## config.mk

```make
export PLATFORM = sky130hd
export DESIGN_NAME = keypad_scanner_flat
export DESIGN_NICKNAME = d
export VERILOG_FILES = /design/src/rtl/keypad_pkg.sv /design/src/rtl/keypad_scanner_if.sv /design/src/rtl/sync2.sv /design/src/rtl/keypad_scanner.sv /design/src/flat_wrapper.sv
export SDC_FILE = /design/constraint.sdc
export NUM_CORES = 1
export LEC_CHECK = 0
export BUFFER_PORTS_ARGS = -buffer_cell sky130_fd_sc_hd__clkbuf_2
export CORE_UTILIZATION = 53
export DETAILED_ROUTE_END_ITERATION = 6
export MAX_ROUTING_LAYER = met4
export PLACE_DENSITY = 0.72
export SLEW_MARGIN = 5
export SYNTH_ARGS = -nofsm -noshare
export SYNTH_HDL_FRONTEND = slang
export SYNTH_SLANG_ARGS = --single-unit
```

## constraint.sdc

```tcl
create_clock -name clk -period 1.54 [get_ports clk]
set_input_delay 0.154 -clock clk [delete_from_list [all_inputs] [get_ports clk]]
set_output_delay 0.154 -clock clk [all_outputs]
set_load 0.1 [all_outputs]
```

## src/rtl/keypad_pkg.sv

```systemverilog
// Shared keypad definitions for the scanner and the row debouncer.
//   scan_state_t : scanner FSM states
//   NUM_ROWS     : keypad row count, also used by the debouncer
package keypad_pkg;

  localparam int NUM_ROWS = 4;

  typedef enum logic [1:0] {
    IDLE   = 2'd0,
    SETTLE = 2'd1,
    SAMPLE = 2'd2
  } scan_state_t;

endpackage

```

## src/rtl/keypad_scanner_if.sv

```systemverilog
// Scanner-side bundle between the keypad and the row debouncer.
//   scanEn   : scan enable (into scanner)
//   rowIn    : raw asynchronous keypad rows (into scanner)
//   colDrive : one-hot column strobe (from scanner)
//   en       : one-cycle sample strobe (from scanner)
//   column   : column index belonging to row (from scanner)
//   row      : synchronized row snapshot (from scanner)
// master = the scanner, slave = whoever drives enable/rows and consumes strobes.
interface keypad_scanner_if
  import keypad_pkg::*;
#(
  parameter int NUM_COLS = 2
) ();
  localparam int COL_W = $clog2(NUM_COLS);

  logic                scanEn;
  logic [NUM_ROWS-1:0] rowIn;
  logic [NUM_COLS-1:0] colDrive;
  logic                en;
  logic [COL_W-1:0]    column;
  logic [NUM_ROWS-1:0] row;

  modport master (
    input  scanEn, rowIn,
    output colDrive, en, column, row
  );

  modport slave (
    output scanEn, rowIn,
    input  colDrive, en, column, row
  );
endinterface

```

## src/rtl/sync2.sv

```systemverilog
// Two-flop synchronizer, parameterized width, synchronous active-high reset.
//   clk, rst : clock and synchronous reset
//   d_i      : asynchronous input
//   q_o      : synchronized output (two cycles of latency)
module sync2 #(
  parameter int WIDTH = 1
) (
  input  logic             clk,
  input  logic             rst,
  input  logic [WIDTH-1:0] d_i,
  output logic [WIDTH-1:0] q_o
);
  logic [WIDTH-1:0] meta_q;
  logic [WIDTH-1:0] sync_q;

  always_ff @(posedge clk) begin
    if (rst) begin
      meta_q <= '0;
      sync_q <= '0;
    end else begin
      meta_q <= d_i;
      sync_q <= meta_q;
    end
  end

  assign q_o = sync_q;
endmodule

```

## src/rtl/keypad_scanner.sv

```systemverilog
// Column-strobe keypad scanner. Drives one column at a time for
// SETTLE_CYCLES cycles, then spends one SAMPLE cycle presenting the
// synchronized rows with an en strobe and the column index.
//   clk, rst : clock and synchronous active-high reset
//   bus      : keypad_scanner_if.master (scanEn/rowIn in; colDrive/en/column/row out)
module keypad_scanner
  import keypad_pkg::*;
#(
  parameter int NUM_COLS      = 2,
  parameter int SETTLE_CYCLES = 1000
) (
  input  logic              clk,
  input  logic              rst,
  keypad_scanner_if.master  bus
);
  localparam int COL_W = $clog2(NUM_COLS);
  localparam int CNT_W = $clog2(SETTLE_CYCLES);

  localparam logic [CNT_W-1:0] CNT_LAST = CNT_W'(SETTLE_CYCLES - 1);
  localparam logic [COL_W-1:0] COL_LAST = COL_W'(NUM_COLS - 1);

  scan_state_t         state_q,  state_d;
  logic [COL_W-1:0]    colIdx_q, colIdx_d;
  logic [CNT_W-1:0]    cnt_q,    cnt_d;
  logic [COL_W-1:0]    column_q, column_d;
  logic [NUM_ROWS-1:0] row_q,    row_d;
  logic [NUM_ROWS-1:0] rowSync;

  sync2 #(.WIDTH(NUM_ROWS)) u_row_sync (
    .clk (clk),
    .rst (rst),
    .d_i (bus.rowIn),
    .q_o (rowSync)
  );

  always_ff @(posedge clk) begin
    if (rst) begin
      state_q  <= IDLE;
      colIdx_q <= '0;
      cnt_q    <= '0;
      column_q <= '0;
      row_q    <= '0;
    end else begin
      state_q  <= state_d;
      colIdx_q <= colIdx_d;
      cnt_q    <= cnt_d;
      column_q <= column_d;
      row_q    <= row_d;
    end
  end

  always_comb begin
    state_d  = state_q;
    colIdx_d = colIdx_q;
    cnt_d    = cnt_q;
    column_d = column_q;
    row_d    = row_q;
    unique case (state_q)
      IDLE: begin
        cnt_d = '0;
        if (bus.scanEn) state_d = SETTLE;
      end
      SETTLE: begin
        // Abort takes priority over the final settle count: a column whose
        // enable dropped is never strobed, and is re-driven in full later.
        if (!bus.scanEn) begin
          state_d = IDLE;
          cnt_d   = '0;
        end else if (cnt_q == CNT_LAST) begin
          state_d  = SAMPLE;
          cnt_d    = '0;
          row_d    = rowSync;
          column_d = colIdx_q;
        end else begin
          cnt_d = cnt_q + 1'b1;
        end
      end
      SAMPLE: begin
        // scanEn only decides where to go after the strobe, never cancels it.
        colIdx_d = (colIdx_q == COL_LAST) ? '0 : colIdx_q + 1'b1;
        cnt_d    = '0;
        state_d  = bus.scanEn ? SETTLE : IDLE;
      end
      default: begin
        state_d = IDLE;
        cnt_d   = '0;
      end
    endcase
  end

  // Outputs decode registered state only; nothing combinational from inputs.
  assign bus.colDrive = (state_q != IDLE) ? (NUM_COLS'(1) << colIdx_q) : '0;
  assign bus.en       = (state_q == SAMPLE);
  assign bus.column   = column_q;
  assign bus.row      = row_q;

endmodule

```

## src/flat_wrapper.sv

```systemverilog
// flat-port wrapper written by rule: the top's interface ports become plain ports
module keypad_scanner_flat import keypad_pkg::*;
#(
  parameter int NUM_COLS      = 2,
  parameter int SETTLE_CYCLES = 1000
)
  (clk, rst, bus_scanEn, bus_rowIn, bus_colDrive, bus_en, bus_column, bus_row);
  keypad_scanner_if #(.NUM_COLS(NUM_COLS)) bus_i ();
  input  logic clk;
  input  logic rst;
  input wire logic [$bits(bus_i.scanEn)-1:0] bus_scanEn;
  input wire logic [$bits(bus_i.rowIn)-1:0] bus_rowIn;
  output wire logic [$bits(bus_i.colDrive)-1:0] bus_colDrive;
  output wire logic [$bits(bus_i.en)-1:0] bus_en;
  output wire logic [$bits(bus_i.column)-1:0] bus_column;
  output wire logic [$bits(bus_i.row)-1:0] bus_row;
  assign bus_i.scanEn = bus_scanEn;
  assign bus_i.rowIn = bus_rowIn;
  assign bus_colDrive = bus_i.colDrive;
  assign bus_en = bus_i.en;
  assign bus_column = bus_i.column;
  assign bus_row = bus_i.row;
  keypad_scanner #(.NUM_COLS(NUM_COLS), .SETTLE_CYCLES(SETTLE_CYCLES)) u_core (.clk(clk), .rst(rst), .bus(bus_i));
endmodule
```

After elaboration in Yosys (flattened, before gate mapping) --
Index checks and enable logic that the tools add are counted.
Storage, ports and cells: output and inout port bits 8, latch bits 0, bits in writable memories 0, memories 0, ROM bits 0, word-level logic and storage cells 29, register bits 26
Cells by class: bitwise operators 2, equality and inequality tests 5, reductions and logical operators 5, div/mod/pow operators 0, multiply operators 0, shifts and indexed selects 1, mux-type cells 7, $add $sub $neg 2, $lt $le $gt $ge 0
Operators with widths (count):
- adder 10 x 1 -> 10 bit (second input constant) | 1
- equality test 10 bit (second input constant) | 1
- 2-to-1 mux 2 bit | 4
- one-hot mux 2 bit (3 select lines) | 1
- OR reduction 4 bit | 1
- inequality test 3 x 2 -> 1 bit (second input constant) | 1
- AND reduction 3 bit | 1
- equality test 2 x 1 -> 1 bit (second input constant) | 1
- equality test 2 bit (second input constant) | 1
- logical NOT 2 bit | 1
- 2-to-1 mux 1 bit | 2
- inequality test 2 bit (second input constant) | 1
- inverter 1 bit | 2
- AND reduction 2 bit | 1
- nonzero test 2 bit | 1
- << shifter 1 x 1 -> 2 bit (first input constant) | 1
- adder 1 bit (second input constant) | 1

Longest topological paths before layout --
Gate-level depths: netlist (run 1).
depth in word-level cells 4, gate-level depth with buffers 5, depth with buffers taken out 5

By module --
From an unflattened synthesis (run 1), not the netlist that was laid out.
Second synthesis, totals: cell total of the unflattened synthesis 99, area total of the unflattened synthesis 972.2 um^2
By module, submodules not included:
- keypad_scanner | cells an instance 83, times used 1, area an instance 762.0 um^2
- sync2 | cells an instance 16, times used 1, area an instance 210.2 um^2

Least setup slack after synthesis (run 1) --
No wires, ideal clock.
path type reg2reg, start point reg u_core.state_q[1], end point reg u_core.colIdx_q, clock period less this slack 2139 ps, cell stages (with the launch flop) 4, slack -599 ps, arrival 2021 ps, cell sequence dfxtp_1 > nor2b_1 > xnor2_1 > nor2_1
On the way: cells in the longest elaborated chain, start to end 1
RTL lines:
- from (decl) | RTL line keypad_scanner.sv:22 | scan_state_t state_q, state_d;
- from (signal assigned) | RTL line keypad_scanner.sv:44 | state_q <= state_d;
- equality test 2 bit
- named net bus_en | RTL line flat_wrapper.sv:14 | output wire logic [$bits(bus_i.en)-1:0] bus_en;
- to (signal assigned) | RTL line keypad_scanner.sv:45 | colIdx_q <= colIdx_d;
- to (decl) | RTL line keypad_scanner.sv:23 | logic [COL_W-1:0] colIdx_q, colIdx_d;
The timed path passes the listed nets, and every way through them passes these cells. A chain may end at the register's enable or synchronous reset.

Worst setup path after layout (run 1) --
start point reg u_core.cnt_q[0], end point reg u_core.row_q[2], in the netlist u_core.bus.row[2]
On the way: cells in the longest elaborated chain, start to end 2
RTL lines:
- from (decl) | RTL line keypad_scanner.sv:24 | logic [CNT_W-1:0] cnt_q, cnt_d;
- from (signal assigned) | RTL line keypad_scanner.sv:46 | cnt_q <= cnt_d;
- equality test 10 bit | RTL line keypad_scanner.sv:69 | end else if (cnt_q == CNT_LAST) begin
- AND reduction 3 bit (no line)
- to (signal assigned) | RTL line keypad_scanner.sv:48 | row_q <= row_d;
- to (decl) | RTL line keypad_scanner.sv:26 | logic [NUM_ROWS-1:0] row_q, row_d;
Every way passes these cells.

==> results, run 1 <==
- The signal on the critical path passes through ha_2, and4bb_2, nand4_4, mux2i_1, nor2_1.
- The number of vias in the routed layout is 716.
- The HPWL after detailed placement is 1.12 mm.
- The number of antenna violations at the first check in global routing is 0.
- Counting flops and latches in the post-synthesis netlist gives 26.
- At the end of routability-driven placement, the weighted congestion stood at 0.818.
- After global routing the overflow that remains totals 0.
- The clock reaches the later pin of the worst-skew pair after 0.31 ns.
- In this run the cell area of the synthesized design comes to 986 um2.
- The worst clock skew is 0.0101 ns.
- The number of global-route vias before repair came to 577.
- IR analysis of the VDD net gives a maximum drop of 589 uV.
- Across the whole layout, storage elements account for 520 um2.
- The final count of pins violating max slew is 0.
- The finished layout holds 144 standard cells, fillers aside.
- The total inserted antenna cells is 0.
- The area growth from synthesis to layout is 19.5%.
- The number of standard cells after synthesis is 100.
- The critical path capture point type is a register.
- The DRC violations left is 0.
- Clock tree synthesis found a total of 26 sinks.
- The average cell area after synthesis is 9.86 um2.
- Entering global routing, the biggest net connects 16 pins.
- OpenSTA, run right after detailed placement, puts the worst setup slack at 0.0463 ns.
- In the final design database the tool counted 128 nets.
- The count of placed standard cells including taps is 139.
- The total power per unit cell area is 1010 nW/um2.
- The run finished with clean final reports.
- The commonest cells after synthesis are sky130_fd_sc_hd__dfxtp_1 (26), sky130_fd_sc_hd__nor2_1 (17), sky130_fd_sc_hd__nor2b_1 (8).
- In the finished design, the share of the clock period the worst path needs comes to 92.9%.
- For this run, the slowest stage of the critical path takes 0.38 ns.
- The design draws 1.19 mW.
- When the netlist entered floorplanning its net count stood at 108.
- After synthesis, the largest area contributor takes up 52.8% of total cell area.
- Input and output buffers added on the ports amount to 14.
- The starting utilization of the core area is 57.1%.
- The share of post-route cells with drive strength above 1 is 25.2%.
- The overall die area is 2040 um2.
- The violation count after the first detailed-routing iteration is 11.
- Buffers inserted to repair hold after CTS numbered 0.
- In the post-synthesis netlist, the cell with the most instances is sky130_fd_sc_hd__dfxtp_1.
- The standard cell with the maximum stage delay on the critical path is sky130_fd_sc_hd__dfxtp_1.
- The total clock buffers created by CTS is 3.
- The width of the die is 45.1 um.
- The sequential share of the synthesized area is 52.8%.
- Dividing the detail-routed wire length by the instance count gives 11.0 um.
- The final setup violation count is 0.
- The worst setup path is launched from a register.
- Counting the fill cells in the layout gives 150.
- The clock input transition at the sequential cells of the worst setup and hold paths is 0.14 ns.
- The global-route wire length before repair is 2.53 mm.
- The top achievable clock speed is 699 MHz.
- The hold violation total from the final report was 0.
- The cell type with the highest aggregate area in the netlist is sky130_fd_sc_hd__dfxtp_1.
- Clock tree synthesis selected as its root buffer the cell sky130_fd_sc_hd__clkbuf_4.
- The core area is 1730 um2.
- The synthesized netlist contains 28 unique library cells.
- The total of warnings raised by yosys is 0.
- The initialized floorplan defines 15 standard-cell rows.
- The max-capacitance violation count is 0.
- Data arrives at the worst endpoint at 1.64 ns.
- The remaining max-slew budget at the tightest pin is 64.1%.
- The required time of the critical path is 1.75 ns.
- The floorplan step set the die height to 45.1 um.
- Once detail routing completed, the nets flagged for antenna violations numbered 0.
- In the post-synthesis netlist, the biggest area contributors are sky130_fd_sc_hd__dfxtp_1 (53%), sky130_fd_sc_hd__nor2_1 (6.5%), sky130_fd_sc_hd__mux2i_1 (5.1%), sky130_fd_sc_hd__nor2b_1 (5.1%), sky130_fd_sc_hd__xnor2_1 (4.4%).
- The leakage dissipation is 0.503 nW.
- The main flop type after synthesis is sky130_fd_sc_hd__dfxtp_1.
- The area taken by multi-input logic gates is 467 um2.
- In this run the count of I/O pins placed on the die edge is 15.
- The worst path meets setup with 0.109 ns of slack.
- The length of the first detailed-routing pass in iterations is 4.
- Setup repair after global routing left no endpoint under its margin.
- The worst setup path is of the register to register kind.
- The worst path needs 1.43 ns of the cycle, external delays included.
- The per-cell via count in the routed design is 4.97.
- For the pin with the worst max-slew slack, the measured transition is 0.541 ns.
- The largest fanout of any net on the critical path is 5.
- The count of flip-flops with a built-in enable after synthesis is 0.
- The clock passes through at most 2 buffers.
- The classification of the worst-slack hold path is input port to register.
- The share of synthesized flip-flops with an asynchronous set or reset is 0%.
- The global-route usage over all layers is 17.7%.
- In this run the number of H-tree levels came out at 1.
- The total wire length after detailed routing is 1.58 mm.
- The TritonCTS clock tree is built.
stage by stage:
| stage | utilization, % | hold WS (ns) | TNS [ns] | instance area, um2 |
|---|---|---|---|---|
| global placement | 64.1 | 0.358 | 0 | 1110 |
| global route | 68.3 | 0.0244 | 0 | 1180 |
| CTS | 67.2 | 0.0303 | 0 | 1160 |
| finish | 68.3 | 0.0449 | 0 | 1180 |
| floorplan | - | 0.226 | -0.0300 | 993 |
| detailed placement | 64.1 | 0.365 | 0 | 1110 |
path summary, 6_finish.rpt:
check	slack, ns	cells past startpoint	start	endpoint
hold / removal	0.04	2	bus_rowIn[1]	u_core.u_row_sync.meta_q[1]
setup reg to reg	0.11	5	u_core.cnt_q[0]	u_core.bus.row[2]
hold reg to reg	0.46	1	u_core.u_row_sync.meta_q[3]	u_core.u_row_sync.q_o[3]
setup / recovery	0.11	5	u_core.cnt_q[0]	u_core.bus.row[2]
cell families after synthesis:
family | after synthesis | share of synthesized area [%]
buf+inv | 4 | 1.78
mux | 5 | 5.08
flops | 26 | 52.8
simple gates | 51 | 29.9
compound gates | 7 | 3.81
xor+xnor | 6 | 5.33
fa+ha+maj | 1 | 1.27
critical path: cells and delay by family (launching register included):
| family | cells | cell delay, ns |
|---|---|---|
| mux | 1 | 0.21 |
| fa+ha+maj | 1 | 0.22 |
| flops | 1 | 0.38 |
| simple gates | 3 | 0.53 |
final cells by class:
| cell class | instances | share of cell area, % |
|---|---|---|
| sequential | 26 | 44.2 |
| timing repair buffer | 17 | 8.49 |
| inverter | 2 | 0.637 |
| tap | 25 | 2.65 |
| multi-input combinational | 70 | 39.6 |
| clock buffer | 3 | 1.91 |
| clock inverter | 1 | 2.55 |
layer usage:
| metal | vias up | global-route usage [%] | part of all wire [%] |
|---|---|---|---|
| li1 | 375 | - | - |
| met1 | 327 | 26.2 | 50 |
| met2 | 12 | 24.1 | 46 |
| met3 | 2 | 2.40 | 2.8 |
| met4 | 0 | 7.27 | 0.63 |
| met5 | - | - | 0 |
repair_timing:
| action | in CTS | in global routing |
|---|---|---|
| resized for setup | 0 | 3 |
| endpoints found under the setup margin | 0 | 7 |
| setup buffers | 0 | 1 |
power breakdown:
| part | switching (mW) | internal [mW] |
|---|---|---|
| sequential | 0.00442 | 0.685 |
| combinational | 0.0261 | 0.0186 |
| clock | 0.190 | 0.263 |
layout by cell type (no fill, tap or decap):
cell type	synthesis	final
sky130_fd_sc_hd__nor2_1	17	16
sky130_fd_sc_hd__o21ai_0	1	1
sky130_fd_sc_hd__nand3_1	6	6
sky130_fd_sc_hd__or3_1	2	2
sky130_fd_sc_hd__dfxtp_1	26	26
sky130_fd_sc_hd__a21oi_1	4	4
sky130_fd_sc_hd__and2b_1	2	2
sky130_fd_sc_hd__mux2i_1	5	5
sky130_fd_sc_hd__a31oi_1	2	2
sky130_fd_sc_hd__nor2b_1	8	6
sky130_fd_sc_hd__or3b_1	1	1
sky130_fd_sc_hd__nor3_1	1	1
sky130_fd_sc_hd__and3_2	1	1
sky130_fd_sc_hd__and4_1	1	1
sky130_fd_sc_hd__xnor2_1	5	5
sky130_fd_sc_hd__bufinv_16	0	1
sky130_fd_sc_hd__nand4_4	0	1
sky130_fd_sc_hd__nand4_1	2	2
sky130_fd_sc_hd__nand3_2	1	1
sky130_fd_sc_hd__nand2b_1	2	2
sky130_fd_sc_hd__xor2_1	1	1
sky130_fd_sc_hd__ha_2	0	1
sky130_fd_sc_hd__nor2b_2	0	2
sky130_fd_sc_hd__nand2_1	3	3
sky130_fd_sc_hd__and3b_1	1	1
sky130_fd_sc_hd__clkbuf_4	0	3
sky130_fd_sc_hd__buf_4	0	6
sky130_fd_sc_hd__clkbuf_2	1	11
sky130_fd_sc_hd__and4bb_2	0	1
sky130_fd_sc_hd__nand2b_4	1	1
sky130_fd_sc_hd__nor2_2	0	1
sky130_fd_sc_hd__inv_1	2	2
state kept, by name (all words and copies together) (netlist names):
register / flops
u_core.cnt_q: 10
u_core.bus.row: 4
u_core.u_row_sync.meta_q: 4
u_core.u_row_sync.q_o: 4
u_core.state_q: 2
u_core.bus.column: 1
u_core.colIdx_q: 1
Note: power is estimated with default switching activity, not from simulation.
==> run 2, diff against run 1 <==
CELL_PAD_IN_SITES_DETAIL_PLACEMENT = 1   (was unset)
CELL_PAD_IN_SITES_GLOBAL_PLACEMENT = 1   (was unset)
CORE_UTILIZATION = 41   (was 53)
==> run 2 against run 1 <==
- register-to-register slack about the same
- largest power group unchanged
- hold slack got worse by 0.0081 ns
- critical path depth unchanged
- clock-buffer cell count stayed put
- via count up 4.5%
- sequential power about the same
- die area is 28% higher
- cell area up 0.11%
==> results, run 2 (synthesis gave the netlist of run 1 again) <==
- The fraction of power consumed by combinational cells was 3.8% (about the same).
- The count of placed standard cells in the final layout, fillers left out is 147 (was 144).
- The final count of pins violating max slew came to 0 (unchanged).
- The pre-CTS worst setup slack is 0.0244 ns (was 0.0463 ns).
- The fraction of power spent switching nets is 19.2% (was 18.6%).
- The end-of-flow core utilization is 52.8% (was 68.3%).
- The routability congestion estimate from global placement is 0.819 (was 0.818).
- The y dimension of the die came to 51.0 um (was 45.1 um).
- The critical path capture point type is a register (unchanged).
- The classification of the worst-slack hold path is input port to register (unchanged).
- The final global-route overflow total is 0 (unchanged).
- The source of the worst register-to-register timing path is u_core.cnt_q[0] (unchanged).
- List of cells traversed by the critical path: ha_1, and4bb_2, nand4_4, mux2i_1, nor2_1 (was ha_2, and4bb_2, nand4_4, mux2i_1, nor2_1).
- The number of vias in the routed layout was 748 (was 716).
- The length of the first detailed-routing pass in iterations is 4 (unchanged).
- The number of antenna violations at the first check in global routing is 0 (unchanged).
- The hold violation total from the final report is 0 (unchanged).
- The total inserted antenna cells was 0 (unchanged).
- The kind of launch point of the worst setup path is a register (unchanged).
- The leakage dissipation was 0.506 nW (was 0.503 nW).
- The share of post-route cells with drive strength above 1 came to 24.4% (was 25.2%).
- The number of buffers on the longest clock path is 2 (unchanged).
- The width of the die was 51.0 um (was 45.1 um).
- The global-route wire length before repair is 3.29 mm (was 2.53 mm).
- The reg-to-reg endpoint was u_core.bus.row[1] (was u_core.bus.row[2]).
- The worst clock skew is 0.00409 ns (was 0.0101 ns).
- The standard cell with the maximum stage delay on the critical path was sky130_fd_sc_hd__dfxtp_1 (unchanged).
- The clock input transition at the sequential cells of the worst setup and hold paths came to 0.14 ns (about the same).
- The overall die area is 2610 um2 (was 2040 um2).
- The fraction of the cycle the final worst path needs is 92.3% (was 92.9%).
- The time the worst path needs with I/O delays and setup is 1.42 ns (was 1.43 ns).
- The switching power came to 0.229 mW (was 0.221 mW).
- The largest register by flop count is u_core.cnt_q (unchanged).
- The starting utilization of the core area is 44.1% (was 57.1%).
- The count of input and output buffers came to 14 (unchanged).
- The number of setup buffers added after CTS was 0 (unchanged).
- The global-route usage over all layers is 17.7% (about the same).
- The top achievable clock speed is 703 MHz (was 699 MHz).
- The routed length per placed instance is 13.3 um (was 11.0 um).
- The number of global-route vias before repair was 727 (was 577).
- The remaining max-slew budget at the tightest pin is 63.7% (was 64.1%).
- Commonest cells after routing, fill and taps aside: sky130_fd_sc_hd__dfxtp_1 (26), sky130_fd_sc_hd__nor2_1 (16), sky130_fd_sc_hd__clkbuf_2 (11) (unchanged).
- The worst-case hold slack is 0.0368 ns (was 0.0449 ns).
- The depth of the most critical reg-to-reg path came to 5 (unchanged).
- The core area came to 2230 um2 (was 1730 um2).
- The layout overhead on the synthesized area is 19.7% (was 19.5%).
- The root buffer cell is sky130_fd_sc_hd__clkbuf_4 (unchanged).
- The highest ir drop seen on vdd is 520 uV (was 589 uV).
- The number of ports placed on the die boundary is 15 (unchanged).
- The total wire length after detailed routing is 1.95 mm (was 1.58 mm).
- The end of the critical path is u_core.bus.row[1] (was u_core.bus.row[2]).
- The pin count of the biggest net entering global routing is 16 (unchanged).
- The worst-margin pin slew is 0.547 ns (was 0.541 ns).
- The share of power burned in registers is 57.7% (was 58.0%).
- The HPWL after detailed placement is 1.43 mm (was 1.12 mm).
- The count of placed standard cells including taps is 143 (was 139).
- The worst-case register-to-register setup slack came to 0.12 ns (was 0.11 ns).
- The worst-skew pair later-pin latency was 0.31 ns (about the same).
- The max-capacitance violation count came to 0 (unchanged).
- The design internal power is 0.966 mW (about the same).
- The TritonCTS sink count is 26 (unchanged).
- The number of routed nets with antenna violations is 0 (unchanged).
- The startpoint-to-endpoint class of the critical path is register to register (unchanged).
- The DRC violations left was 0 (unchanged).
- The number of nets in the finished design is 128 (unchanged).
- The number of H-tree branching levels is 1 (unchanged).
- The total clock buffers created by CTS is 3 (unchanged).
- The largest fanout of any net on the critical path came to 5 (unchanged).
- The number of buffers inserted by hold repair at cts is 0 (unchanged).
- The source of the critical timing path is u_core.cnt_q[0] (unchanged).
- The number of rows in the core area came to 17 (was 15).
- The critical path arrival is 1.64 ns (about the same).
- The clock group share of total power is 38.5% (was 38.2%).
- The total power per unit cell area came to 1010 nW/um2 (about the same).
- RSZ-0062 raised after global routing: false (unchanged).
- The layout filler cell count is 270 (was 150).
- The biggest cell delay along the critical path was 0.38 ns (about the same).
- Outcome: completed (unchanged).
- The required time of the critical path came to 1.76 ns (was 1.75 ns).
- The TritonCTS clock tree was built (unchanged).
- The leading cell type in the layout, fill and taps excluded is sky130_fd_sc_hd__dfxtp_1 (unchanged).
- The worst-case setup margin in the final layout is 0.118 ns (was 0.109 ns).
- The final setup violation count is 0 (unchanged).
- The number of flip-flops under the largest register name is 10 (unchanged).
- The total power consumption of the routed design came to 1.20 mW (was 1.19 mW).
- The per-cell via count in the routed design is 5.09 (was 4.97).
- The violation count after the first detailed-routing iteration is 9 (was 11).
-- run 2: cell count changes in the layout (fill, tap and decap cells not counted) --
cell,change
sky130_fd_sc_hd__ha_2,-1
sky130_fd_sc_hd__ha_1,+1
-- run 2: worst max-delay path: cells and delay by family, from the launching register on --
family                     cells  cell delay, ns
muxes                          1            0.21
and+or+nand+nor                3            0.56
adders and majority gates      1            0.18
DFF                            1            0.38
-- run 2: repair_timing --
action                                 in CTS  in global routing
endpoints found under the hold margin       0                  0
setup endpoints to repair                   0                  5
resized for setup                           0                  2
-- run 2: area by class of cell --
cell class                      count  area, um2  area share [%]
Sequential cell                    26        520            44.1
Multi-Input combinational cell     70        464            39.3
Timing Repair Buffer               17        100            8.48
Tap cell                           28       35.0            2.97
Clock inverter                      1       30.0            2.55
Clock buffer                        3       22.5            1.91
Inverter                            2       7.51           0.636
-- run 2: power groups by stage --
stage / Combinational (mW) / Sequential (mW) / Clock, mW
4_1_cts: 0.0465 / 0.689 / 0.470
3_3_place_gp: 0.0440 / 0.703 / 0
3_5_place_dp: 0.0462 / 0.704 / 0
5_1_grt: 0.0499 / 0.691 / 0.509
2_1_floorplan: 0.0298 / 0.702 / 0
6_report: 0.0457 / 0.689 / 0.460
-- run 2: how the worst min path moves through the flow --
stage	start	endpoint	depth (start not counted)
after floorplan	rst	u_core.u_row_sync.meta_q[2]	1
after global placement	bus_rowIn[1]	u_core.u_row_sync.meta_q[1]	2
after detailed placement	bus_rowIn[3]	u_core.u_row_sync.meta_q[3]	2
after CTS	bus_rowIn[3]	u_core.u_row_sync.meta_q[3]	2
after global routing	bus_rowIn[3]	u_core.u_row_sync.meta_q[3]	2
final	bus_rowIn[3]	u_core.u_row_sync.meta_q[3]	2
-- run 2: stage by stage --
| step | instance area (um2) | setup TNS [ns] |
|---|---|---|
| finish | 1180 | 0 |
| global route | 1180 | 0 |
| CTS | 1170 | 0 |
| detailed placement | 1120 | 0 |
| global placement | 1120 | 0 |
| floorplan | 993 | -0.0300 |
-- run 2: metal layers --
metal | wire, um | vias to the layer above | track usage (%)
met3 | 50 | 2 | 3.87
met5 | 0 | - | -
met1 | 891 | 359 | 21.0
met4 | 16 | 0 | 9.26
li1 | - | 376 | -
met2 | 991 | 11 | 27.9
==> run 3, diff against run 2 <==
BUFFER_PORTS_ARGS = -buffer_cell sky130_fd_sc_hd__buf_2   (was -buffer_cell sky130_fd_sc_hd__clkbuf_2)
CORE_UTILIZATION = 44   (was 41)
CTS_BUF_LIST = sky130_fd_sc_hd__clkbuf_4 sky130_fd_sc_hd__clkbuf_8   (was unset)
PLACE_DENSITY = 0.77   (was 0.72)
==> run 3 against run 2 <==
- power grew 0.81%
- die area shrank 6.6%
- register-to-register slack lost 0.03 ns
- maximum frequency shrank 2.4%
- via count is the same
- cell area grew 0.32%
- global-route usage grew 1.6 points
- utilization grew 5.1 points
- largest power group unchanged
- sequential power is essentially flat
- non-clock buffer count is the same
- highest routed layer unchanged
==> results, run 3 (synthesis gave the netlist of run 1 again) <==
- The remaining max-slew budget at the tightest pin is 67.7% (was 63.7%).
- The count of input and output buffers is 14 (unchanged).
- The overall die area is 2430 um2 (was 2610 um2).
- The routed length per placed instance was 13.5 um (was 13.3 um).
- The final setup violation count was 0 (unchanged).
- The TritonCTS clock tree was built (unchanged).
- The classification of the worst-slack hold path is input port to register (unchanged).
- The number of flip-flops under the largest register name is 10 (unchanged).
- The end-of-flow core utilization is 58.0% (was 52.8%).
- The y dimension of the die is 49.3 um (was 51.0 um).
- The max-capacitance violation count came to 0 (unchanged).
- The total clock buffers created by CTS is 3 (unchanged).
- The number of ports placed on the die boundary is 15 (unchanged).
- The startpoint-to-endpoint class of the critical path is register to register (unchanged).
- The number of vias in the routed layout was 748 (unchanged).
- The global-route wire length before repair is 3.33 mm (was 3.29 mm).
- The leading cell type in the layout, fill and taps excluded is sky130_fd_sc_hd__dfxtp_1 (unchanged).
- The kind of launch point of the worst setup path is a register (unchanged).
- The share of post-route cells with drive strength above 1 is 26.1% (was 24.4%).
- The highest ir drop seen on vdd came to 574 uV (was 520 uV).
- The worst clock skew is 0.00480 ns (was 0.00409 ns).
- The number of antenna violations at the first check in global routing is 0 (unchanged).
- The number of global-route vias before repair is 755 (was 727).
- The critical path capture point type is a register (unchanged).
- The number of nets in the finished design is 128 (unchanged).
- The total power per unit cell area came to 1020 nW/um2 (was 1010 nW/um2).
- The hold violation total from the final report is 0 (unchanged).
- The violation count after the first detailed-routing iteration is 8 (was 9).
- The required time of the critical path was 1.77 ns (was 1.76 ns).
- The root buffer cell is sky130_fd_sc_hd__clkbuf_4 (unchanged).
- The number of routed nets with antenna violations is 0 (unchanged).
- The time the worst path needs with I/O delays and setup is 1.46 ns (was 1.42 ns).
- The DRC violations left is 0 (unchanged).
- The total wire length after detailed routing is 1.98 mm (was 1.95 mm).
- The top achievable clock speed is 686 MHz (was 703 MHz).
- The standard cell with the maximum stage delay on the critical path is sky130_fd_sc_hd__dfxtp_2 (was sky130_fd_sc_hd__dfxtp_1).
- The total inserted antenna cells came to 0 (unchanged).
- The width of the die came to 49.3 um (was 51.0 um).
- The fraction of the cycle the final worst path needs is 94.6% (was 92.3%).
- The pin count of the biggest net entering global routing is 16 (unchanged).
- The number of rows in the core area is 16 (was 17).
- The critical path arrival is 1.69 ns (was 1.64 ns).
- The starting utilization of the core area is 48.3% (was 44.1%).
- Outcome: completed (unchanged).
- The worst-skew pair later-pin latency was 0.33 ns (was 0.31 ns).
- The per-cell via count in the routed design came to 5.12 (was 5.09).
- The routability congestion estimate from global placement is 0.811 (was 0.819).
- The number of buffers on the longest clock path is 2 (unchanged).
- The number of setup buffers added after CTS came to 0 (unchanged).
- The global-route usage over all layers is 19.3% (was 17.7%).
- The final global-route overflow total is 0 (unchanged).
- The count of placed standard cells including taps is 142 (was 143).
- The count of placed standard cells in the final layout, fillers left out is 146 (was 147).
- The length of the first detailed-routing pass in iterations came to 4 (unchanged).
- Commonest cells after routing, fill and taps aside: sky130_fd_sc_hd__dfxtp_1 (25), sky130_fd_sc_hd__nor2_1 (16), sky130_fd_sc_hd__buf_2 (11), sky130_fd_sc_hd__nor2b_1 (6), sky130_fd_sc_hd__nand3_1 (6) (was sky130_fd_sc_hd__dfxtp_1 (26), sky130_fd_sc_hd__nor2_1 (16), sky130_fd_sc_hd__clkbuf_2 (11)).
- The layout overhead on the synthesized area was 20.1% (was 19.7%).
- The core area is 2040 um2 (was 2230 um2).
- The final count of pins violating max slew is 0 (unchanged).
- The worst-margin pin slew is 0.488 ns (was 0.547 ns).
- The TritonCTS sink count was 26 (unchanged).
- The clock input transition at the sequential cells of the worst setup and hold paths was 0.14 ns (about the same).
- The largest register by flop count is u_core.cnt_q (unchanged).
- The leakage dissipation was 0.503 nW (was 0.506 nW).
- The HPWL after detailed placement is 1.45 mm (was 1.43 mm).
- List of cells traversed by the critical path: ha_1, and4bb_2, nand4_4, mux2i_2, nor2_1 (was ha_1, and4bb_2, nand4_4, mux2i_1, nor2_1).
- The number of H-tree branching levels is 1 (unchanged).
- The biggest cell delay along the critical path is 0.36 ns (was 0.38 ns).
- RSZ-0062 raised after global routing: false (unchanged).
- The largest fanout of any net on the critical path came to 5 (unchanged).
## run 3: area by class of cell
type / count / area, um2
Inverter: 2 / 7.51
Timing Repair Buffer: 17 / 100
Fill cell: 247 / 858
Clock buffer: 3 / 22.5
Multi-Input combinational cell: 70 / 468
Sequential cell: 26 / 522
Tap cell: 27 / 33.8
Clock inverter: 1 / 30.0
## run 3: critical path, delay by kind of cell, from the launching register on
family	cells	cell delay [ns]
simple gates	3	0.59
mux	1	0.24
fa+ha+maj	1	0.17
flops	1	0.36
## run 3: what timing repair did
item / in CTS / in global routing
hold endpoints to repair: 0 / 0
setup endpoints to repair: 5 / 2
hold buffers: 0 / 0
gates resized for setup: 4 / 3
pin swaps: 0 / 1
## run 3: worst paths after layout
path | startpoint | to | slack (ns) | cells past startpoint
setup / recovery | u_core.cnt_q[0] | u_core.bus.row[1] | 0.08 | 5
setup reg to reg | u_core.cnt_q[0] | u_core.bus.row[1] | 0.08 | 5
hold / removal | bus_rowIn[1] | u_core.u_row_sync.meta_q[1] | 0.02 | 2
hold reg to reg | u_core.cnt_q[0] | u_core.cnt_q[0] | 0.43 | 1
## run 3: power by group
part           internal, mW  switching (mW)  leakage [nW]
clock network         0.264           0.207        0.0279
logic                0.0185          0.0269         0.263
registers             0.685         0.00464         0.212
total                 0.967           0.238         0.503
## run 3: metrics by stage
step	power (mW)	setup WS (ns)	hold WS [ns]	instance area [um2]	setup TNS (ns)
after floorplan	0.732	-0.0300	0.226	993	-0.0300
after detailed placement	0.749	0.0316	0.366	1110	0
after CTS	1.22	0.0191	0.0115	1180	0
final	1.20	0.0832	0.0211	1180	0
after global routing	1.24	0.00991	0.0112	1180	0
after global placement	0.746	0.156	0.358	1110	0
## run 3: layer usage
metal	up-vias	share of wire [%]	GRT usage, %	routed length (um)
met5	-	0	-	0
met4	0	2.2	8.82	43
met3	5	2.9	3.74	57
met2	14	50	31.5	986
met1	355	45	22.6	887
li1	374	-	-	-
